==> src/rtl/seg_display_scan_if.sv <==
// Display/button bundle between the register file side and the 4-digit scan driver.
// The driver sits on the slave modport.
interface seg_display_scan_if;
  logic [15:0] Value;
  logic        Btn_Raw;
  logic        Btn_Db;
  logic [3:0]  AN;
  logic [6:0]  SEG;
  logic        DP;

  modport master (output Value, Btn_Raw, input Btn_Db, AN, SEG, DP);
  modport slave  (input Value, Btn_Raw, output Btn_Db, AN, SEG, DP);
endinterface

==> src/rtl/seg_display_scan.sv <==
// Four-digit multiplexed seven-segment driver with a per-frame snapshot of the display word.
// It also synchronises and debounces the half-select push-button.
module seg_display_scan #(
  parameter int REFRESH_DIV  = 100000,
  parameter int DEBOUNCE_CYC = 1000000,
  parameter bit BLANK_LZ     = 1'b0
) (
  input  logic CLK,
  input  logic RST_N,
  seg_display_scan_if.slave dsp
);
  localparam int PW = $clog2(REFRESH_DIV);
  localparam int DW = $clog2(DEBOUNCE_CYC);
  localparam logic [PW-1:0] PMAX = PW'(REFRESH_DIV - 1);
  localparam logic [DW-1:0] DMAX = DW'(DEBOUNCE_CYC - 1);

  logic [PW-1:0] presc_q, presc_d;
  logic [1:0]    idx_q, idx_d;
  logic [15:0]   shadow_q, shadow_d;
  logic [3:0]    an_q, an_d;
  logic [6:0]    seg_q, seg_d;
  logic          dp_q, dp_d;
  logic          s1_q, s2_q;
  logic [DW-1:0] dcnt_q, dcnt_d;
  logic          db_q, db_d;
  logic          tick, hi_zero;
  logic [3:0]    nib;

  function automatic logic [6:0] hex7(input logic [3:0] n);
    case (n)
      4'h0: hex7 = 7'b1000000;  4'h1: hex7 = 7'b1111001;
      4'h2: hex7 = 7'b0100100;  4'h3: hex7 = 7'b0110000;
      4'h4: hex7 = 7'b0011001;  4'h5: hex7 = 7'b0010010;
      4'h6: hex7 = 7'b0000010;  4'h7: hex7 = 7'b1111000;
      4'h8: hex7 = 7'b0000000;  4'h9: hex7 = 7'b0010000;
      4'hA: hex7 = 7'b0001000;  4'hB: hex7 = 7'b0000011;
      4'hC: hex7 = 7'b1000110;  4'hD: hex7 = 7'b0100001;
      4'hE: hex7 = 7'b0000110;  default: hex7 = 7'b0001110;
    endcase
  endfunction

  always_comb begin
    tick     = (presc_q == PMAX);
    presc_d  = tick ? '0 : presc_q + 1'b1;
    idx_d    = tick ? idx_q + 2'd1 : idx_q;
    // Snapshot only at the end of digit 3 so a frame never mixes two words.
    shadow_d = (tick && idx_q == 2'd3) ? dsp.Value : shadow_q;

    case (idx_q)
      2'd0:    begin nib = shadow_q[3:0];   hi_zero = 1'b0;                    end
      2'd1:    begin nib = shadow_q[7:4];   hi_zero = (shadow_q[15:4] == '0);  end
      2'd2:    begin nib = shadow_q[11:8];  hi_zero = (shadow_q[15:8] == '0);  end
      default: begin nib = shadow_q[15:12]; hi_zero = (shadow_q[15:12] == '0); end
    endcase

    an_d  = ~(4'b0001 << idx_q);
    seg_d = (BLANK_LZ && hi_zero) ? 7'b1111111 : hex7(nib);
    dp_d  = ~(idx_q == 2'd0 && db_q);

    // Debounce: any return to the current output level restarts the count.
    db_d   = db_q;
    dcnt_d = '0;
    if (s2_q != db_q) begin
      if (dcnt_q == DMAX) db_d = s2_q;
      else                dcnt_d = dcnt_q + 1'b1;
    end
  end

  always_ff @(posedge CLK) begin
    if (!RST_N) begin
      presc_q  <= '0;
      idx_q    <= '0;
      shadow_q <= '0;
      an_q     <= 4'b1111;
      seg_q    <= 7'b1111111;
      dp_q     <= 1'b1;
      s1_q     <= 1'b0;
      s2_q     <= 1'b0;
      dcnt_q   <= '0;
      db_q     <= 1'b0;
    end else begin
      presc_q  <= presc_d;
      idx_q    <= idx_d;
      shadow_q <= shadow_d;
      an_q     <= an_d;
      seg_q    <= seg_d;
      dp_q     <= dp_d;
      s1_q     <= dsp.Btn_Raw;
      s2_q     <= s1_q;
      dcnt_q   <= dcnt_d;
      db_q     <= db_d;
    end
  end

  assign dsp.AN     = an_q;
  assign dsp.SEG    = seg_q;
  assign dsp.DP     = dp_q;
  assign dsp.Btn_Db = db_q;
endmodule

==> src/flat_wrapper.sv <==
// flat-port wrapper written by rule: the top's interface ports become plain ports
module seg_display_scan_flat 
#(
  parameter int REFRESH_DIV  = 100000,
  parameter int DEBOUNCE_CYC = 1000000,
  parameter bit BLANK_LZ     = 1'b0
)
  (CLK, RST_N, dsp_Value, dsp_Btn_Raw, dsp_Btn_Db, dsp_AN, dsp_SEG, dsp_DP);
  seg_display_scan_if dsp_i ();
  input  logic CLK;
  input  logic RST_N;
  input wire logic [$bits(dsp_i.Value)-1:0] dsp_Value;
  input wire logic [$bits(dsp_i.Btn_Raw)-1:0] dsp_Btn_Raw;
  output wire logic [$bits(dsp_i.Btn_Db)-1:0] dsp_Btn_Db;
  output wire logic [$bits(dsp_i.AN)-1:0] dsp_AN;
  output wire logic [$bits(dsp_i.SEG)-1:0] dsp_SEG;
  output wire logic [$bits(dsp_i.DP)-1:0] dsp_DP;
  assign dsp_i.Value = dsp_Value;
  assign dsp_i.Btn_Raw = dsp_Btn_Raw;
  assign dsp_Btn_Db = dsp_i.Btn_Db;
  assign dsp_AN = dsp_i.AN;
  assign dsp_SEG = dsp_i.SEG;
  assign dsp_DP = dsp_i.DP;
  seg_display_scan #(.REFRESH_DIV(REFRESH_DIV), .DEBOUNCE_CYC(DEBOUNCE_CYC), .BLANK_LZ(BLANK_LZ)) u_core (.CLK(CLK), .RST_N(RST_N), .dsp(dsp_i));
endmodule
==> config.mk <==
export PLATFORM = sky130hd
export DESIGN_NAME = seg_display_scan_flat
export DESIGN_NICKNAME = d
export VERILOG_FILES = /design/src/rtl/seg_display_scan_if.sv /design/src/rtl/seg_display_scan.sv /design/src/flat_wrapper.sv
export SDC_FILE = /design/constraint.sdc
export NUM_CORES = 1
export LEC_CHECK = 0
export ABC_AREA = 1
export CORE_MARGIN = 2
export CORE_UTILIZATION = 47
export DETAILED_ROUTE_END_ITERATION = 10
export PLACE_DENSITY = 0.64
export SYNTH_ARGS = -nofsm -noshare
export SYNTH_HDL_FRONTEND = slang
export SYNTH_SLANG_ARGS = --single-unit
export TNS_END_PERCENT = 20
==> constraint.sdc <==
create_clock -name CLK -period 2.5 [get_ports CLK]
set_input_delay 0.375 -clock CLK [delete_from_list [all_inputs] [get_ports CLK]]
set_output_delay 0.375 -clock CLK [all_outputs]
set_load 0.02 [all_outputs]
==> impl_summary.txt <==
----------------------------------------------------
[Synth]
  Cells after Synth ... 537
  Post-synth EDFFs ... 0
  Cell area after synthesis ... 3585 um2
  Number of synthesized register bits ... 70
  Synth unique cells ... 29
  Post-synth top area cell ... sky130_fd_sc_hd__dfxtp_1
  Prevailing post-synth register cell ... sky130_fd_sc_hd__dfxtp_1
  Share of synthesized flip-flops with an asynchronous set or reset ... 0
  Part of the Yosys area used for sequential elements ... 0.3909
  Most common cell in the netlist ... sky130_fd_sc_hd__nand2_1
  Top post-synthesis cells by area ... sky130_fd_sc_hd__dfxtp_1 39%, sky130_fd_sc_hd__nand2_1 14%, sky130_fd_sc_hd__inv_1 9.6%
  Syn Area/Cell ... 6.675 um2
  Total number of yosys warnings ... 0
  Commonest cells in the netlist ... 137 x sky130_fd_sc_hd__nand2_1, 92 x sky130_fd_sc_hd__inv_1, 87 x sky130_fd_sc_hd__nor2_1, 70 x sky130_fd_sc_hd__dfxtp_1, 36 x sky130_fd_sc_hd__nand3_1
  Fraction of post-synthesis cell area in the top cell type by area ... 0.3909
  Syn_nets ... 569

[Floorplanning]
  DIE AREA ... 8341 um2
  Die extent in x ... 91.33 um
  Core region area ... 7331 um2
  Number of placed I/O pins ... 32
  Initial core utilization ... 0.4890
  Number of rows created at floorplan ... 31
  Die extent in y ... 91.33 um

[Finish]
  Layout overhead on the synthesized area ... 18.53%
  Reg area ... 1401 um2
  Number of fill cells in the layout ... 679
  Antenna cells ... 0
  Share of layout cells above drive strength 1 ... 0.06228
  Final-stage net count ... 605
  Area of all placed cells without fillers ... 4249 um2
  Combined area of the multi-input logic cells ... 1769 um2

[Detailed routing]
  Antenna violation net count after detailed routing ... 0
  Vias ... 3172
  Number of iterations in the first detailed-routing pass ... 4
  Post-detailed-route DRC marker count ... 0
  Starting DRC count in detailed routing ... 111
  Final Routed Wirelength ... 7300 um
  Via density per instance ... 4.685
  Wirelength per Cell ... 10.78 um

[Clock network]
  Clk Latency, worst-skew pair ... 0.34 ns
  Number of resized instances in the post-cts repair step ... 0
  Cell at the root of the clock tree ... sky130_fd_sc_hd__clkbuf_8
  Number of sinks handled by clock tree synthesis ... 70
  CTS H-Tree Depth ... 3
  Clock edge transition at the registers on the reported setup and hold paths ... 0.07 ns
  Cts bufs inserted ... 9
  CTS Hold Buffers Added ... 0
  Clock tree from TritonCTS ... built
  Largest buffer count on any clock path ... 2
  Setup Fix Bufs, Post-CTS ... 0

[Global routing]
  Initial antenna violation count ... 0
  Via count of the first global-routing pass ... 2835
  Global Route Usage Sum ... 0.1865
  Gr ovfl total ... 0
  Pin count of the biggest net entering global routing ... 21
  Wire length of the first global-routing pass ... 12680 um

[Worst setup path]
  Highest net fanout along the worst path ... 6
  Class of the most critical setup path ... flop to flop
  Arrival time worst endpoint ... 2.23 ns
  Largest stage delay, worst path ... 0.41 ns
  Critical Path Sink Type ... flop
  Nature of the critical path startpoint ... flop
  Critical Path Most Common Cell ... sky130_fd_sc_hd__nand2_1
  Master of the slowest instance on the critical path ... sky130_fd_sc_hd__dfxtp_1
  Cell-by-cell trace of the critical path ... inv_1 > ha_1 > nand2_1 > o21ai_0 > o21ai_0 > buf_4 > inv_1 > ha_1 > nand3_1 > nand2_1 > nand2_1 > nand3_1
  Required time at the worst-slack endpoint ... 2.71 ns

[Timing]
  Maximum clock skew at final layout ... 0.01049 ns
  Fmax ... 496.7 MHz
  Fin. Hold Viols ... 0
  Final setup violation count ... 0
  Setup TNS after final layout ... 0 ns
  Share of the clock period used by the worst path ... 0.8054
  Worst slew margin ... 0.6531
  Worst slew pin tran ... 0.5184 ns
  Final min period ... 2.013 ns
  Final number of max-transition violations ... 0
  Unrepaired setup endpoints after global routing ... false

[Placed design]
  Placed inst area ... 4003 um2
  Quantity of I/O buffers inserted on ports ... 31
  Final weighted congestion of routability-driven global placement ... 0.8879
  Final HPWL from detailed placement ... 5385 um

[Job]
  Maximum capacitance violations ... 0

[Power and ir drop]
  Maximum vdd drop ... 0.2509 mV
  Leakage dissipation ... 1.839 nW
  Power per cell area ... 550.2 nW/um2

[Outcome]
  Outcome ... completed

[Worst hold path]
  Worst Hold Class ... flop to flop

----------------------------------------------------
[cells in the final DEF, fill, tap and decap left out, types with 3 or more instances in the layout]
| cell | netlist | final |
|---|---|---|
| sky130_fd_sc_hd__nand2_2 | 4 | 4 |
| sky130_fd_sc_hd__xnor2_1 | 5 | 5 |
| sky130_fd_sc_hd__nand4_1 | 24 | 24 |
| sky130_fd_sc_hd__nand3_1 | 36 | 36 |
| sky130_fd_sc_hd__clkbuf_8 | 0 | 10 |
| sky130_fd_sc_hd__inv_1 | 92 | 92 |
| sky130_fd_sc_hd__dfxtp_1 | 70 | 70 |
| sky130_fd_sc_hd__a21oi_1 | 17 | 17 |
| sky130_fd_sc_hd__or2_2 | 3 | 3 |
| sky130_fd_sc_hd__buf_4 | 1 | 6 |
| sky130_fd_sc_hd__nor2_1 | 87 | 87 |
| sky130_fd_sc_hd__xor2_1 | 8 | 8 |
| sky130_fd_sc_hd__ha_1 | 13 | 13 |
| sky130_fd_sc_hd__clkdlybuf4s50_1 | 0 | 31 |
| sky130_fd_sc_hd__o21ai_0 | 12 | 12 |
| sky130_fd_sc_hd__nor3_1 | 4 | 4 |
| sky130_fd_sc_hd__nand2_1 | 137 | 137 |
| sky130_fd_sc_hd__bufinv_16 | 0 | 3 |
[power by group]
group / leakage [nW] / switching [mW] / total (mW) / internal, mW
registers: 0.568 / 0.00499 / 1.13 / 1.13
logic: 1.15 / 0.0424 / 0.0912 / 0.0488
clock network: 0.126 / 0.427 / 1.12 / 0.688
[per-layer routing]
| metal | wire length (um) | track usage | vias to the layer above |
|---|---|---|---|
| met1 | 3761 | 0.2509 | 1413 |
| met3 | 158 | 0.04149 | 6 |
| met2 | 3313 | 0.2944 | 32 |
| met5 | 0 | 0 | - |
| met4 | 67 | 0.06566 | 0 |
| li1 | - | - | 1721 |
[cell type report]
type,count,share of cell area
tap,99,0.02915
inverter,94,0.08304
clock buffer,10,0.03239
multi-input combinational,361,0.4164
timing repair buffer,37,0.08363
clock inverter,6,0.02562
sequential,70,0.3298
[through the flow]
stage	setup WS (ns)	std cells	power, mW	utilization	hold WS [ns]
3_3_place_gp	0.5826	661	1.248	0.5460	0.4091
2_1_floorplan	0.4730	537	1.201	-	0.3905
3_5_place_dp	0.5083	661	1.249	0.5460	0.4093
5_1_grt	0.2306	677	2.436	0.5796	0.4369
4_1_cts	0.4942	677	2.364	0.5796	0.4285
6_report	0.4865	677	2.338	0.5796	0.4280
[logic make-up after synthesis]
family                     after synthesis  share of synthesized area
AOI/OAI and AO/OA                       32                    0.04642
xor gates and xnor gates                13                    0.03176
adders and majority gates               13                    0.04538
buffers and inverters                  106                     0.1155
DFF                                     70                     0.3909
and+or+nand+nor                        303                     0.3700
[final timing paths]
path | from | endpoint | slack (ns) | cells after the start
worst max-delay path | u_core.idx_q[0]$_SDFFE_PN0P_ | u_core.dsp.SEG[5]$_SDFF_PN1_ | 0.49 | 12
worst min-delay path | u_core.s1_q$_SDFF_PN0_ | u_core.s2_q$_SDFF_PN0_ | 0.43 | 2
worst max register to register | u_core.idx_q[0]$_SDFFE_PN0P_ | u_core.dsp.SEG[5]$_SDFF_PN1_ | 0.49 | 12
worst min register to register | u_core.s1_q$_SDFF_PN0_ | u_core.s2_q$_SDFF_PN0_ | 0.43 | 2
[critical path: cells and delay by family, from the launching register on]
kind / cells / cell delay (ns)
fa+ha+maj: 2 / 0.49
simple gates: 5 / 0.40
buf+inv: 3 / 0.35
flops: 1 / 0.41
compound gates: 2 / 0.24
[flip-flops by register name (all words and copies together) (netlist names)]
register	count
u_core.s2_q	1
u_core.shadow_q	16
u_core.dsp.DP	1
u_core.idx_q	2
u_core.dsp.SEG	7
u_core.dsp.AN	4
u_core.dcnt_q	20
u_core.presc_q	17
u_core.s1_q	1
u_core.dsp.Btn_Db	1
Note: power is estimated with default switching activity, not from simulation.
